--- config.mk ---
export PLATFORM = sky130hd
export DESIGN_NAME = if_pc_gen_flat
export DESIGN_NICKNAME = d
export VERILOG_FILES = /design/src/rtl/if_pc_gen_if.sv /design/src/rtl/if_pc_gen.sv /design/src/flat_wrapper.sv
export SDC_FILE = /design/constraint.sdc
export NUM_CORES = 1
export LEC_CHECK = 0
export BUFFER_PORTS_ARGS = -buffer_cell sky130_fd_sc_hd__clkbuf_2
export CAP_MARGIN = 15
export CORE_ASPECT_RATIO = 2
export CORE_UTILIZATION = 56
export CTS_CLUSTER_SIZE = 14
export DETAILED_ROUTE_END_ITERATION = 8
export MAX_ROUTING_LAYER = met4
export PLACE_DENSITY = 0.88
export SYNTH_ARGS = -nofsm -noshare
export SYNTH_HDL_FRONTEND = slang
export SYNTH_SLANG_ARGS = --single-unit
--- constraint.sdc ---
create_clock -name Clk -period 7.6 [get_ports Clk]
set_clock_uncertainty 0.1 [all_clocks]
set_input_delay 1.14 -clock Clk [delete_from_list [all_inputs] [get_ports Clk]]
set_output_delay 1.14 -clock Clk [all_outputs]
set_load 0.01 [all_outputs]
--- src/rtl/if_pc_gen_if.sv ---
// Fetch-side bundle between the ID-stage redirect sources and the PC generator.
// master drives the ID-stage controls and observes the fetch outputs; slave is the generator.
interface if_pc_gen_if;
    logic        Nop;
    logic        BrTaken;
    logic        Jump;
    logic        JrSel;
    logic [31:0] IdPC;
    logic [15:0] Imm16;
    logic [25:0] jumpstr;
    logic [31:0] jrAddr;
    logic [31:0] PC;
    logic [31:0] PC_plus4;
    logic        IF_Flush;
    logic        RedirPend;
    logic        AdErr;

    modport master (
        output Nop, BrTaken, Jump, JrSel, IdPC, Imm16, jumpstr, jrAddr,
        input  PC, PC_plus4, IF_Flush, RedirPend, AdErr
    );

    modport slave (
        input  Nop, BrTaken, Jump, JrSel, IdPC, Imm16, jumpstr, jrAddr,
        output PC, PC_plus4, IF_Flush, RedirPend, AdErr
    );
endinterface

--- src/rtl/if_pc_gen.sv ---
// Fetch-stage PC generator: sequential/branch/jump/jr next-PC, stall hold and IF/ID squash.
// Optional misaligned-target trap to EXC_PC enabled by defining PCGEN_ALIGN_CHK_EN.
//
// state   | meaning
// ST_RUN  | normal fetch, no redirect outstanding
// ST_HOLD | redirect captured during a stall, applied when Nop drops
module if_pc_gen #(
    parameter logic [31:0] RESET_PC = 32'h0000_3000,
    parameter logic [31:0] EXC_PC   = 32'h0000_4180
) (
    input logic         Clk,
    input logic         ReSet_n,
    if_pc_gen_if.slave  bus
);

    typedef enum logic {ST_RUN, ST_HOLD} state_t;

    state_t      state_q;
    logic [31:0] pc_q;
    logic [31:0] pend_q;
    logic [31:0] br_tgt;
    logic [31:0] jmp_tgt;
    logic [31:0] live_tgt;
    logic [31:0] load_raw;
    logic [31:0] load_tgt;
    logic        req;
    logic        redir;
    logic        misalign;

    assign req     = bus.JrSel | bus.Jump | bus.BrTaken;
    assign br_tgt  = bus.IdPC + {{14{bus.Imm16[15]}}, bus.Imm16, 2'b00};
    assign jmp_tgt = {bus.IdPC[31:28], bus.jumpstr, 2'b00};

    always_comb begin
        live_tgt = br_tgt;
        if (bus.Jump)  live_tgt = jmp_tgt;
        if (bus.JrSel) live_tgt = bus.jrAddr;
    end

    // A live request always beats the held one; the held target is used only on a quiet release.
    assign redir    = req | (state_q == ST_HOLD);
    assign load_raw = req ? live_tgt : pend_q;

`ifdef PCGEN_ALIGN_CHK_EN
    logic aderr_q;

    assign misalign = |load_raw[1:0];
    assign load_tgt = misalign ? EXC_PC : load_raw;
    assign bus.AdErr = aderr_q;

    always_ff @(posedge Clk) begin
        if (!ReSet_n)
            aderr_q <= 1'b0;
        else
            aderr_q <= ~bus.Nop & redir & misalign;
    end
`else
    logic unused_align;

    assign misalign     = 1'b0;
    assign load_tgt     = load_raw;
    assign bus.AdErr    = 1'b0;
    assign unused_align = misalign ^ (^EXC_PC);
`endif

    assign bus.PC        = pc_q;
    assign bus.PC_plus4  = pc_q + 32'd4;
    assign bus.RedirPend = (state_q == ST_HOLD);
    assign bus.IF_Flush  = ReSet_n & ~bus.Nop & redir;

    always_ff @(posedge Clk) begin
        if (!ReSet_n) begin
            state_q <= ST_RUN;
            pc_q    <= RESET_PC;
            pend_q  <= '0;
        end else begin
            case (state_q)
                ST_RUN: begin
                    if (bus.Nop) begin
                        if (req) begin
                            pend_q  <= live_tgt;
                            state_q <= ST_HOLD;
                        end
                    end else if (req) begin
                        pc_q <= load_tgt;
                    end else begin
                        pc_q <= pc_q + 32'd4;
                    end
                end
                ST_HOLD: begin
                    if (bus.Nop) begin
                        if (req) pend_q <= live_tgt;
                    end else begin
                        pc_q    <= load_tgt;
                        state_q <= ST_RUN;
                    end
                end
                default: state_q <= ST_RUN;
            endcase
        end
    end

endmodule

--- src/flat_wrapper.sv ---
// flat-port wrapper written by rule: the top's interface ports become plain ports
module if_pc_gen_flat 
#(
    parameter logic [31:0] RESET_PC = 32'h0000_3000,
    parameter logic [31:0] EXC_PC   = 32'h0000_4180
)
  (Clk, ReSet_n, bus_Nop, bus_BrTaken, bus_Jump, bus_JrSel, bus_IdPC, bus_Imm16, bus_jumpstr, bus_jrAddr, bus_PC, bus_PC_plus4, bus_IF_Flush, bus_RedirPend, bus_AdErr);
  if_pc_gen_if bus_i ();
  input logic Clk;
  input logic ReSet_n;
  input wire logic [$bits(bus_i.Nop)-1:0] bus_Nop;
  input wire logic [$bits(bus_i.BrTaken)-1:0] bus_BrTaken;
  input wire logic [$bits(bus_i.Jump)-1:0] bus_Jump;
  input wire logic [$bits(bus_i.JrSel)-1:0] bus_JrSel;
  input wire logic [$bits(bus_i.IdPC)-1:0] bus_IdPC;
  input wire logic [$bits(bus_i.Imm16)-1:0] bus_Imm16;
  input wire logic [$bits(bus_i.jumpstr)-1:0] bus_jumpstr;
  input wire logic [$bits(bus_i.jrAddr)-1:0] bus_jrAddr;
  output wire logic [$bits(bus_i.PC)-1:0] bus_PC;
  output wire logic [$bits(bus_i.PC_plus4)-1:0] bus_PC_plus4;
  output wire logic [$bits(bus_i.IF_Flush)-1:0] bus_IF_Flush;
  output wire logic [$bits(bus_i.RedirPend)-1:0] bus_RedirPend;
  output wire logic [$bits(bus_i.AdErr)-1:0] bus_AdErr;
  assign bus_i.Nop = bus_Nop;
  assign bus_i.BrTaken = bus_BrTaken;
  assign bus_i.Jump = bus_Jump;
  assign bus_i.JrSel = bus_JrSel;
  assign bus_i.IdPC = bus_IdPC;
  assign bus_i.Imm16 = bus_Imm16;
  assign bus_i.jumpstr = bus_jumpstr;
  assign bus_i.jrAddr = bus_jrAddr;
  assign bus_PC = bus_i.PC;
  assign bus_PC_plus4 = bus_i.PC_plus4;
  assign bus_IF_Flush = bus_i.IF_Flush;
  assign bus_RedirPend = bus_i.RedirPend;
  assign bus_AdErr = bus_i.AdErr;
  if_pc_gen #(.RESET_PC(RESET_PC), .EXC_PC(EXC_PC)) u_core (.Clk(Clk), .ReSet_n(ReSet_n), .bus(bus_i));
endmodule
==> results.toml <==
[outcome]
status = "finished clean"

[detailed_routing]
wl_per_cell_um = 20.3
postRouteAntennaNets = 0
firstDrtPassIters = 6
routed_via_density = 6.55
wl_um = 19700
drtIter0Drc = 689
post-route-drc-count = 0
vias = 6338

[synthesis]
netlist_instances = 706
synth_area_leaders = "dfxtp_1 (24%), ha_1 (6.9%), a21oi_1 (5.6%), o21ai_0 (5.6%), nand2_1 (5.6%)"
synthArstFlopShare = 0
synth_top_cell_by_area = "dfxtp_1"
yosysMostFrequentCell = "nand2_1"
ys.flop_type = "dfxtp_1"
synth_top_area_frac = 0.238
synth_seq_cells = 65
synth_nets = 849
synth_commonest_cells = "nand2_1 (81), dfxtp_1 (65), a21oi_1 (61), o21ai_0 (61), nor2_1 (44)"
syn_avg_cell_area_um2 = 7.74
synth_edf_count = 0
synth_area_um2 = 5460
yosys_warnings = 0
seq_area_frac_synth = 0.238
ys_types = 79

[die]
ios = 179
initial_core_util = 0.582
rows = 50
fp.coreArea_um2 = 9380
die_w_um = 71.8
dieHeight_um = 142
dieArea_um2 = 10200

[critical_path]
arrival_ps = 3140
critPathMaxFanout = 46
crit_type = "input pin to output port"
cp.required_ps = 6360
critPathLaunchType = "input pin"
worstSetupEndpointType = "output port"

[cells_and_area]
nFillCells = 779
diodes = 0
area_growth_pct = 21.0
multi_input_area_um2 = 3860
nets = 1001
final-seq-area_um2 = 1300
stdcell_count = 967
drive_above_1_share = 0.268

[clocking]
post-cts-setup-buffer-count = 0
cts.sinks = 65
cts_hold_buf = 0
cts_tree = "built"
post_cts_resized = 0
cts_inserted_buffers = 9
clkSlewWorstSetupHoldPaths_ps = 50
clk_latency_ps = 340
htreeDepth = 3
clock-root-buffer = "clkbuf_16"
clockBufferDepth = 2

[placed_design]
gp_congestion = 0.977
port_buffers = 177
dp_hpwl_um = 14900
place_ws_ps = 3260
dp_cells = 951

[global_routing]
grt_usage = 0.399
grt_pass1_vias = 6148
grt_overflow = 0
antenna_found_initial = 0
grt_start_max_net_pins = 50
grt_pass1_wl_um = 30700

[timing]
rsz0062_at_grt = "no"
hold_viol_final = 0
setup_viol = 0
timing.final.crit_share = 0.577
tns_ps = 0
worst_pin_slew_ps = 914
fin_ws_ps = 3220
fin_crit_ps = 4380
max_freq_mhz = 228
report.final.slew_viol_count = 0
max_slew_margin = 0.390

[power]
power_density_nw_per_um2 = 182
p_leak_nw = 2.99
max-vdd-ir-drop_mv = 0.103
finalPower_w = 0.00120

[worst_hold_path]
hp-class = "register to register"

[flow_run]
cap_violations = 0
==> state kept, by name (all words and copies together), names as in the netlist <==
name and count:
u_core.bus.PC 32, u_core.pend_q 32, u_core.bus.RedirPend 1
==> through the flow <==
| step | util | hold slack [ps] | area (um^2) |
|---|---|---|---|
| 2_1_floorplan | - | 316 | 5460 |
| 3_3_place_gp | 0.669 | 326 | 6280 |
| 3_5_place_dp | 0.669 | 335 | 6280 |
| 4_1_cts | 0.704 | 347 | 6610 |
| 5_1_grt | 0.704 | 368 | 6610 |
| 6_report | 0.704 | 347 | 6610 |
==> layer usage <==
layer	vias up	routed length (um)	global-route usage
li1	2918	-	-
met1	2956	6900	0.403
met2	369	10400	0.710
met3	95	1150	0.0582
met4	0	1220	0.238
met5	-	0	-
==> where the power goes <==
part	switching (W)	total (W)	internal (W)
combinational	0.000210	0.000356	0.000146
sequential	0.0000284	0.000396	0.000368
clock	0.000151	0.000450	0.000299
total	0.000389	0.00120	0.000813
==> worst paths after layout <==
| check | from | end | slack (ps) | depth (start not counted) |
|---|---|---|---|---|
| hold / removal | u_core.pend_q[20]$_SDFFE_PN0P_ | u_core.pend_q[20]$_SDFFE_PN0P_ | 350 | 2 |
| setup / recovery | bus_JrSel | bus_IF_Flush | 3220 | 6 |
| setup reg to reg | u_core.bus.PC[2]$_SDFFE_PN0P_ | u_core.bus.PC[20]$_SDFFE_PN0P_ | 4700 | 10 |
| hold reg to reg | u_core.pend_q[20]$_SDFFE_PN0P_ | u_core.pend_q[20]$_SDFFE_PN0P_ | 350 | 2 |
==> kinds of logic (layout without fill, tap and decap cells) <==
family          count (synthesis)  count (layout)  share of synthesized area
compound gates                256             256                      0.314
xor+xnor                       46              46                     0.0738
fa+ha+maj                      31              31                     0.0724
buf+inv                        58             215                     0.0561
flops                          65              65                      0.238
mux                            17              17                     0.0330
other cells                     1               1                   0.000687
simple gates                  232             232                      0.212
==> cells in the final DEF (no fill, tap or decap), types with 4 or more instances in the layout <==
cell	n
or3_1	5
a21oi_1	61
buf_4	5
clkbuf_16	9
a22o_1	9
o221a_2	4
o21ai_0	61
o21a_1	6
a221oi_1	5
a32o_1	4
mux2i_1	9
a221o_1	6
clkbuf_8	5
and2_1	4
ha_1	30
nor3_1	6
a31oi_1	15
nand4_1	8
a211oi_1	5
nor2_1	44
xnor2_1	26
and3_1	6
inv_1	16
nand2b_1	23
mux2_2	8
o211ai_1	16
xor2_1	20
a21o_1	9
nand3_1	20
a22oi_1	11
dfxtp_1	64
clkbuf_2	177
nor2b_1	13
nand2_1	81
==> worst max-delay path, cell delays in order <==
cell and delay [ps]:
clkbuf_2 500, nor2_1 480, nand2_1 380, nor2_1 390, nor2_1 100, clkbuf_2 140
==> cell type report <==
class	count	share of cell area
timing repair buffer	182	0.140
tap	104	0.0197
sequential	65	0.197
clock inverter	1	0.00455
clock buffer	15	0.0451
multi-input combinational	583	0.584
inverter	17	0.00966
Power figures use the tool's default switching activity.
